File: src/rtl/fechadura_core.sv
`default_nettype none
// +---------------------------------------------------------------------------+
// | fechadura_core: electronic door-lock controller (passwords, lockout,      |
// | auto-relock, door-open beeper, master setup).         Revision: 1.0       |
// +---------------------------------------------------------------------------+
module fechadura_core #(
  parameter int N_USERS        = 4,
  parameter int N_DIG          = 20,
  parameter int MAX_TRIES      = 5,
  parameter int DEB_MS         = 100,
  parameter int NP_MS          = 3000,
  parameter int LOCK_BASE_S    = 30,
  parameter int LOCK_MAX_SHIFT = 3,
  parameter logic [N_DIG*4-1:0] DEFAULT_MASTER = {N_DIG{4'h1}}
) (
  input  logic                                 clk,
  input  logic                                 rst,
  input  logic                                 tick_ms,
  input  logic                                 sensor_contato,
  input  logic                                 botao_interno,
  input  logic                                 botao_bloqueio,
  input  logic                                 botao_config,
  input  logic [N_DIG*4-1:0]                   digitos_value,
  input  logic                                 digitos_valid,
  input  logic [13+(N_USERS+1)*N_DIG*4-1:0]    setup_data,
  input  logic                                 setup_ok,
  output logic                                 tranca,
  output logic                                 bip,
  output logic                                 teclado_en,
  output logic                                 display_en,
  output logic                                 setup_on,
  output logic                                 bloqueado,
  output logic [$clog2(N_USERS+1)-1:0]         user_id
);

  localparam int P     = N_DIG * 4;
  localparam int CFG_W = 13 + (N_USERS + 1) * P;
  localparam int UID_W = $clog2(N_USERS + 1);
  localparam int TW    = $clog2(MAX_TRIES + 1);
  localparam int LW    = $clog2(LOCK_MAX_SHIFT + 2);

  localparam logic [15:0]      c_np_last  = 16'(NP_MS - 1);
  localparam logic [15:0]      c_deb_last = 16'(DEB_MS - 1);
  localparam logic [CFG_W-1:0] c_cfg_rst  = {1'b1, 6'd5, 6'd5, DEFAULT_MASTER, {(N_USERS*P){1'b1}}};

  typedef enum logic [3:0] {
    S_AGUARDANDO   = 4'd0,
    S_FECHADA      = 4'd1,
    S_NAO_PERTURBE = 4'd2,
    S_ENCOSTADA    = 4'd3,
    S_ABERTA       = 4'd4,
    S_PORTA_BIP    = 4'd5,
    S_MASTER       = 4'd6,
    S_SETUP        = 4'd7,
    S_BLOQUEADO    = 4'd8
  } state_t;

  state_t           r_state;
  logic [CFG_W-1:0] r_cfg;
  logic [15:0]      r_hold;
  logic [17:0]      r_tmr;
  logic [TW-1:0]    r_tries;
  logic [LW-1:0]    r_lock;
  logic [UID_W-1:0] r_user;

  logic             w_bip_status;
  logic [5:0]       w_bip_time;
  logic [5:0]       w_aut_time;
  logic [P-1:0]     w_master;
  logic             w_match;
  logic [UID_W-1:0] w_slot;
  logic             w_d0_ign;
  logic             w_hold_btn;
  logic [15:0]      w_hold_last;
  logic             w_hold_done;
  logic [LW-1:0]    w_shift;
  logic [31:0]      w_tmr_lim;
  logic             w_tmr_done;

  assign w_bip_status = r_cfg[CFG_W-1];
  assign w_bip_time   = r_cfg[CFG_W-2 -: 6];
  assign w_aut_time   = r_cfg[CFG_W-8 -: 6];
  assign w_master     = r_cfg[N_USERS*P +: P];

  // Keypad control codes in digit 0 never count as a password attempt.
  assign w_d0_ign = (digitos_value[3:0] == 4'hE) || (digitos_value[3:0] == 4'hB) ||
                    (digitos_value[3:0] == 4'hF);

  // Lowest enabled slot wins; an all-0xF slot is disabled.
  always_comb begin
    w_match = 1'b0;
    w_slot  = '0;
    for (int i = 0; i < N_USERS; i++) begin
      if (!w_match && (r_cfg[i*P +: P] != {P{1'b1}}) && (r_cfg[i*P +: P] == digitos_value)) begin
        w_match = 1'b1;
        w_slot  = UID_W'(i);
      end
    end
  end

  always_comb begin
    w_hold_btn  = 1'b0;
    w_hold_last = c_deb_last;
    case (r_state)
      S_FECHADA: begin
        w_hold_btn  = botao_bloqueio | botao_interno;
        w_hold_last = botao_bloqueio ? c_np_last : c_deb_last;
      end
      S_NAO_PERTURBE, S_ENCOSTADA: w_hold_btn = botao_interno;
      S_ABERTA, S_PORTA_BIP:       w_hold_btn = botao_config;
      default:                     w_hold_btn = 1'b0;
    endcase
  end

  assign w_hold_done = tick_ms && w_hold_btn && (r_hold == w_hold_last);

  assign w_shift = r_lock - LW'(1);

  always_comb begin
    case (r_state)
      S_ENCOSTADA: w_tmr_lim = 32'(w_aut_time) * 32'd1000;
      S_ABERTA:    w_tmr_lim = 32'(w_bip_time) * 32'd1000;
      S_BLOQUEADO: w_tmr_lim = (32'(LOCK_BASE_S) << w_shift) * 32'd1000;
      default:     w_tmr_lim = 32'hFFFF_FFFF;
    endcase
  end

  assign w_tmr_done = tick_ms && (({14'd0, r_tmr} + 32'd1) >= w_tmr_lim);

  always_ff @(posedge clk or negedge rst) begin
    if (!rst) begin
      r_state <= S_AGUARDANDO;
      r_cfg   <= c_cfg_rst;
      r_hold  <= '0;
      r_tmr   <= '0;
      r_tries <= '0;
      r_lock  <= '0;
      r_user  <= '0;
    end else begin
      // Free-running counters; every state change below restarts both.
      if (tick_ms)
        r_tmr <= r_tmr + 18'd1;
      if (!w_hold_btn)
        r_hold <= '0;
      else if (tick_ms)
        r_hold <= r_hold + 16'd1;

      case (r_state)
        S_AGUARDANDO: begin
          if (!sensor_contato) begin
            r_state <= S_FECHADA; r_hold <= '0; r_tmr <= '0;
          end
        end
        S_FECHADA: begin
          if (w_hold_done) begin
            r_state <= botao_bloqueio ? S_NAO_PERTURBE : S_ENCOSTADA;
            r_hold  <= '0; r_tmr <= '0;
          end else if (digitos_valid && !w_d0_ign) begin
            if (w_match) begin
              r_state <= S_ENCOSTADA; r_hold <= '0; r_tmr <= '0;
              r_user  <= w_slot + UID_W'(1);
              r_tries <= '0;
              r_lock  <= '0;
            end else if (r_tries == TW'(MAX_TRIES - 1)) begin
              r_state <= S_BLOQUEADO; r_hold <= '0; r_tmr <= '0;
              r_tries <= '0;
              if (r_lock != LW'(LOCK_MAX_SHIFT + 1))
                r_lock <= r_lock + LW'(1);
            end else begin
              r_tries <= r_tries + TW'(1);
            end
          end
        end
        S_NAO_PERTURBE: begin
          if (w_hold_done) begin
            r_state <= S_ENCOSTADA; r_hold <= '0; r_tmr <= '0;
          end
        end
        S_ENCOSTADA: begin
          if (sensor_contato) begin
            r_state <= S_ABERTA; r_hold <= '0; r_tmr <= '0;
          end else if (w_hold_done || w_tmr_done) begin
            r_state <= S_FECHADA; r_hold <= '0; r_tmr <= '0;
          end
        end
        S_ABERTA: begin
          if (w_tmr_done) begin
            r_state <= S_PORTA_BIP; r_hold <= '0; r_tmr <= '0;
          end else if (!sensor_contato) begin
            r_state <= S_ENCOSTADA; r_hold <= '0; r_tmr <= '0;
          end else if (w_hold_done) begin
            r_state <= S_MASTER; r_hold <= '0; r_tmr <= '0;
          end
        end
        S_PORTA_BIP: begin
          if (!sensor_contato) begin
            r_state <= S_ENCOSTADA; r_hold <= '0; r_tmr <= '0;
          end else if (w_hold_done) begin
            r_state <= S_MASTER; r_hold <= '0; r_tmr <= '0;
          end
        end
        S_MASTER: begin
          if (digitos_valid) begin
            r_hold <= '0; r_tmr <= '0;
            if (digitos_value == w_master) begin
              r_state <= S_SETUP;
              r_user  <= '0;
            end else begin
              r_state <= S_ABERTA;
            end
          end
        end
        S_SETUP: begin
          if (setup_ok) begin
            r_state <= S_ABERTA; r_hold <= '0; r_tmr <= '0;
            r_cfg   <= setup_data;
          end
        end
        S_BLOQUEADO: begin
          if (w_tmr_done) begin
            r_state <= S_FECHADA; r_hold <= '0; r_tmr <= '0;
          end
        end
        default: begin
          r_state <= S_AGUARDANDO; r_hold <= '0; r_tmr <= '0;
        end
      endcase
    end
  end

  assign tranca     = (r_state == S_AGUARDANDO) || (r_state == S_FECHADA) ||
                      (r_state == S_NAO_PERTURBE) || (r_state == S_BLOQUEADO);
  assign bip        = (r_state == S_PORTA_BIP) && w_bip_status;
  assign teclado_en = (r_state == S_FECHADA) || (r_state == S_MASTER);
  assign setup_on   = (r_state == S_SETUP);
  assign display_en = teclado_en | setup_on;
  assign bloqueado  = (r_state == S_BLOQUEADO);
  assign user_id    = r_user;

endmodule
`default_nettype wire
File: config.mk
export PLATFORM = sky130hd
export DESIGN_NAME = fechadura_core
export DESIGN_NICKNAME = d
export VERILOG_FILES = /design/src/rtl/fechadura_core.sv
export SDC_FILE = /design/constraint.sdc
export NUM_CORES = 1
export LEC_CHECK = 0
export CAP_MARGIN = 20
export CORE_ASPECT_RATIO = 1.75
export CORE_MARGIN = 4
export CORE_UTILIZATION = 28
export CTS_BUF_LIST = sky130_fd_sc_hd__clkbuf_4 sky130_fd_sc_hd__clkbuf_8 sky130_fd_sc_hd__clkbuf_16
export DETAILED_ROUTE_END_ITERATION = 10
export MAX_ROUTING_LAYER = met4
export PLACE_DENSITY_LB_ADDON = 0.12
export SYNTH_ARGS = -nofsm -noshare
export SYNTH_HDL_FRONTEND = slang
export SYNTH_SLANG_ARGS = --single-unit
File: constraint.sdc
create_clock -name clk -period 19.4 [get_ports clk]
set_input_delay 3.88 -clock clk [delete_from_list [all_inputs] [get_ports clk]]
set_output_delay 3.88 -clock clk [all_outputs]
set_load 0.01 [all_outputs]
# == Word-level counts from Yosys, hierarchy flattened ==
# Cells that the tools add are included.
# Widths: inputs -> output; s select.
# op_classes
add_sub_neg,7
n_mul,3
n_lt_le_gt_ge,1
n_eq_ne,35
n_shift,1
mux,70
bitwise_logic,3
n_reduce_logical,34
# ops
operator,count
$eq 80x80->1,5
$ne 80x80->1 const B,4
$mux 18,14
$mux 16,15
$pmux 18 s9,1
$pmux 16 s9,1
$pmux 32 s3,1
$mux 4,14
$mux 3,12
$pmux 4 s9,1
$ge 19x32->1,1
$mul 32x7->29 const B,1
$shl 5x3->32 const A,1
$mul 6x7->13 const B,2
$mux 12,2
$add 18x1->19 const B,1
$add 18x1->18 const B,1
$add 16x1->16 const B,1
$eq 16x16->1,1
$eq 4x3->1 const B,4
$eq 4x4->1 const B,4
$ne 2x2->1 const B,8
$logic_and 1x1->1,12
$add 3x1->3 const B,3
other kinds (23),44
# totals
register_bits,460
out_inout_bits,9

# == Depth between registers and ports, before layout ==
# logic_depth
depth_word,20
mapped_depth,35

# == Least setup slack after synthesis ==
# OpenSTA, ideal clock, no wires.
# synth_path
path_type,register -> register
startpoint,reg r_lock[1]
endpoint,reg r_state[1]
setup_time_ns,0.127
t_arrival_ns,7.459
setup_slack_ns,11.813
stages_incl_launch_ff,32
n_path_buf,2
synth_period_minus_slack_ns,7.587
cell_sequence,dfrtp_1 -> buf_2 -> inv_1 -> ha_1 -> inv_1 -> ha_1 -> clkbuf_1 -> inv_1 -> ha_1 -> inv_1 -> fa_1 -> inv_1 -> fa_1 -> fa_1 -> fa_1 -> ha_1 -> or3_1 -> o211ai_1 -> nand2_1 -> xnor2_1 -> o22ai_1 -> a211oi_1 -> ha_1 -> a22o_1 -> nor4_1 -> o21ai_0 -> a211oi_1 -> nor2_1 -> o31a_1 -> o21ai_1 -> a211o_1 -> mux2_1
# synth_between
elab_chain_len,9
word_cells_on_any_way,12
classes_between,add/sub (1); mul (1); order compare (1); eq/ne (2); shift (1); mux (3); reduce/logical (3)
# synth_lines
item,line,source
"start, declared",63,logic [LW-1:0] r_lock;
"start signal, assigned",168,r_lock <= r_lock + LW'(1);
$sub 3x1->3 *,117,assign w_shift = r_lock - LW'(1);
$shl 5x3->32 *,123,S_BLOQUEADO: w_tmr_lim = (32'(LOCK_BASE_S) << w_shift) * 32'd1000;
$mul 32x7->29 *,123,
$pmux 32 s3 *,120,case (r_state)
$ge 19x32->1 *,128,"assign w_tmr_done = tick_ms && (({14'd0, r_tmr} + 32'd1) >= w_tmr_lim);"
$logic_and 1x1->1 *,128,
$logic_or 1x1->1,182,end else if (w_hold_done || w_tmr_done) begin
$ne 3x3->1 (no line),-,
$reduce_and 8->1 (no line),-,
"end signal, assigned",156,r_state <= botao_bloqueio ? S_NAO_PERTURBE : S_ENCOSTADA;
"end, declared",58,state_t r_state;
# Mark *: on every way between the ends. The rest lies on a longest branch, timed or not.
# A chain may end at the register's enable or synchronous reset.

# == Worst setup path after layout ==
# layout_path
startpoint,reg r_lock[0]
endpoint,reg r_hold[1]
# layout_between
elab_chain_len,10
word_cells_on_any_way,12
classes_between,add/sub (1); mul (1); order compare (1); shift (1); mux (6); reduce/logical (2)
# layout_lines
item,line,source
$sub 3x1->3 *,117,
$shl 5x3->32 *,123,
$mul 32x7->29 *,123,
$pmux 32 s3 *,120,
$ge 19x32->1 *,128,
$logic_and 1x1->1 *,128,
$logic_or 1x1->1,182,
$mux 16,182,
$mux 16,180,if (sensor_contato) begin
$pmux 16 s9 *,148,case (r_state)
"end signal, assigned",146,r_hold <= r_hold + 16'd1;
"end, declared",60,logic [15:0] r_hold;
# Marked as above.

==> impl_metrics.tcl <==
set metrics [dict create \
    crit_family "adder cells" \
    globalplace.congestion 0.972 \
    grt_max_degree 181 \
    cp.required_ns 19.92 \
    power_density_mw_per_mm2 112 \
    finalCriticalPeriod_ns 9.01 \
    cp-end-kind "register" \
    fin_setup_tns_ns 0 \
    ys.warnings.count 0 \
    num_rows 154 \
    place_ws_ns 10.44 \
    routed_wl_um 136000 \
    tritoncts "built" \
    worst_pin_slew_ns 1.26 \
    start_kind "register" \
    netlist_instances 2456 \
    syn_to_final_growth_pct 28.7 \
    setup_viol_count_final 0 \
    crit_type "register to register" \
    grt_pass1_vias 23628 \
    cpPeakStageDelay_ns 0.66 \
    clkTransAtPathRegs_ns 0.07 \
    drtAntennaViolNets 0 \
    post_cts_resized 0 \
    clock_latency_ns 0.65 \
    via_per_inst 5.10 \
    drv_cap 0 \
    synth-async-reset-ratio 1.00 \
    cts_hold_buf 0 \
    slew_viol_final 0 \
    drive_gt1_frac 0.317 \
    ios 511 \
    die_x_um 249 \
    seq_area_mm2 0.0119 \
    hold_violations 0 \
    cts_sinks 460 \
    gr-total-overflow 0 \
    synth-seq-cells 460 \
    max_freq_ghz 0.111 \
    vias 21822 \
    cts_made_buffers 53 \
    irDropWorstVdd_mv 0.331 \
    core_mm2 0.101 \
    slew_headroom 0.160 \
    postCtsSetupBuffers 0 \
    post-dp-hpwl_um 111000 \
    final_cell_area_mm2 0.0367 \
    critPathArrivalTime_ns 9.53 \
    dieArea_mm2 0.107 \
    ys_seq_area_frac 0.419 \
    nFillCells 10091 \
    yosysUniqueCellTypes 75 \
    slowest_stage "dfrtp_1" \
    portBuffers 510 \
    rsz0062_at_grt "no" \
    dr.pass1.iters 5 \
    clock-root-buffer "clkbuf_16" \
    synth_area_per_cell_um2 11.6 \
    grt_pass1_wl_um 186000 \
    syn_area_mm2 0.0285 \
    hold_class "register to register" \
    fin_crit_sh 0.465 \
    multi_input_comb_area_mm2 0.0155 \
    fin_ws_ns 10.39 \
    finalPower_w 0.00409 \
    place_area_mm2 0.0347 \
    antenna_found_initial 16 \
    die_h_um 430 \
    synthFlopType "dfstp_2" \
    synth_nets 3131 \
    p_leak_nw 15.0 \
    path_buf_inv 6 \
    layout.nets 3577 \
    htreeDepth 2 \
    status "complete, no violations" \
    drtIter0Drc 1498 \
    crit_fanout 34 \
    start_util 0.283 \
    worst_clock_skew_ns 0.0494 \
    clockBufferDepth 3 \
    wl_per_cell_um 31.8 \
    drc_errors 0 \
    grt_use_total 0.252 \
    synth_edf_count 0 \
]
[worst reg2reg max path, delay by kind of cell (launching register included)]
| family | cells | cell delay [ns] |
|---|---|---|
| compound gates | 9 | 2.13 |
| xor+xnor | 1 | 0.14 |
| fa+ha+maj | 9 | 3.57 |
| buf+inv | 6 | 1.29 |
| flops | 1 | 0.66 |
| simple gates | 5 | 1.12 |
[layout make-up]
class | instances | area share
clock inverters | 16 | 0.00614
flip-flops and latches | 460 | 0.325
diodes | 11 | 0.000750
repair buffers | 535 | 0.146
multi-input cells | 1746 | 0.421
well taps | 1326 | 0.0452
inverters | 106 | 0.0108
clock buffers | 82 | 0.0447
[placed cells by master (no fill, tap or decap), types with 10 or more instances in the layout]
cell | Yosys | routed
a21o_1 | 11 | 11
a21oi_1 | 48 | 48
and3_1 | 18 | 18
buf_4 | 3 | 22
clkbuf_16 | 0 | 55
clkbuf_4 | 0 | 17
clkbuf_8 | 0 | 10
clkdlybuf4s50_1 | 0 | 509
dfrtp_1 | 115 | 115
dfstp_2 | 345 | 345
diode_2 | 0 | 11
fa_1 | 42 | 42
ha_1 | 131 | 131
inv_1 | 104 | 104
mux2_2 | 414 | 414
mux2i_1 | 12 | 12
nand2_1 | 89 | 88
nand2b_1 | 11 | 11
nand3_1 | 24 | 24
nand4_1 | 179 | 179
nor2_1 | 43 | 43
nor2_2 | 31 | 31
nor3_1 | 13 | 13
nor4_1 | 57 | 57
o21ai_0 | 27 | 27
o21bai_1 | 11 | 11
xnor2_1 | 382 | 382
xor2_1 | 93 | 93
[per-layer routing]
metal	global-route usage	up-vias	wire length, µm
li1	-	9500	-
met1	0.287	11134	52500
met2	0.434	912	68100
met3	0.0361	276	6950
met4	0.123	0	8510
met5	-	-	0
[synth_stat cells (4+ instances only)]
cell / count / area share
a211oi_1: 8 / 0.0021
and2_1: 7 / 0.0015
and3_1: 18 / 0.0039
a31oi_1: 4 / 0.00088
buf_6: 13 / 0.0051
clkbuf_1: 52 / 0.0068
o21bai_1: 11 / 0.0029
nor2b_1: 4 / 0.00088
mux2i_1: 12 / 0.0042
dfrtp_1: 115 / 0.10
a21o_1: 11 / 0.0029
buf_1: 5 / 0.00066
nor3_1: 13 / 0.0023
nand2_1: 89 / 0.012
fa_1: 42 / 0.029
nor4_1: 57 / 0.013
nor2_1: 43 / 0.0057
o211ai_1: 7 / 0.0018
dfstp_2: 345 / 0.32
nand3_1: 24 / 0.0042
inv_1: 104 / 0.014
xor2_1: 93 / 0.029
buf_2: 71 / 0.012
a21oi_1: 48 / 0.0084
ha_1: 131 / 0.057
o21ai_0: 27 / 0.0047
o21ai_1: 5 / 0.00088
or3_1: 4 / 0.00088
mux2_2: 414 / 0.16
nand4_1: 179 / 0.039
a22o_1: 4 / 0.0012
nand2b_1: 11 / 0.0024
nor2_2: 31 / 0.0068
o21a_1: 7 / 0.0018
xnor2_1: 382 / 0.12
[worst paths after layout]
kind,from,endpoint,slack [ns],cells after the start
worst min register to register,r_tries[2],r_tries[2],0.51,1
worst min-delay path,r_tries[2],r_tries[2],0.51,1
worst max register to register,r_lock[0],r_hold[1],10.39,30
min in group asynchronous,rst,r_cfg[363],3.30,1
worst max-delay path,r_lock[0],r_hold[1],10.39,30
max in group asynchronous,rst,r_cfg[387],13.36,4
[kinds of logic after synthesis]
logic type	synth area share
compound gates	0.0396
xor+xnor	0.146
fa+ha+maj	0.0869
buf+inv	0.0398
flops	0.419
mux	0.169
simple gates	0.100
[sequential cells by signal (all words and copies together) (netlist names)]
name     cells
r_cfg      413
r_hold      16
r_lock       3
r_state      4
r_tmr       18
r_tries      3
user_id      3
[power breakdown]
group	leakage (nW)	switching (W)	internal (W)
registers	5.14	0.0000254	0.000974
clock network	0.936	0.000451	0.000639
logic	8.92	0.00120	0.000805
[metrics by stage]
step / hold slack (ns) / std cells / utilization
after global routing: 0.540 / 4278 / 0.363
after global placement: 0.501 / 4171 / 0.344
final: 0.513 / 4282 / 0.363
after CTS: 0.515 / 4269 / 0.363
after detailed placement: 0.501 / 4171 / 0.344
after floorplan: 0.465 / 2456 / -
No activity file was read; power rests on OpenSTA's default activity.
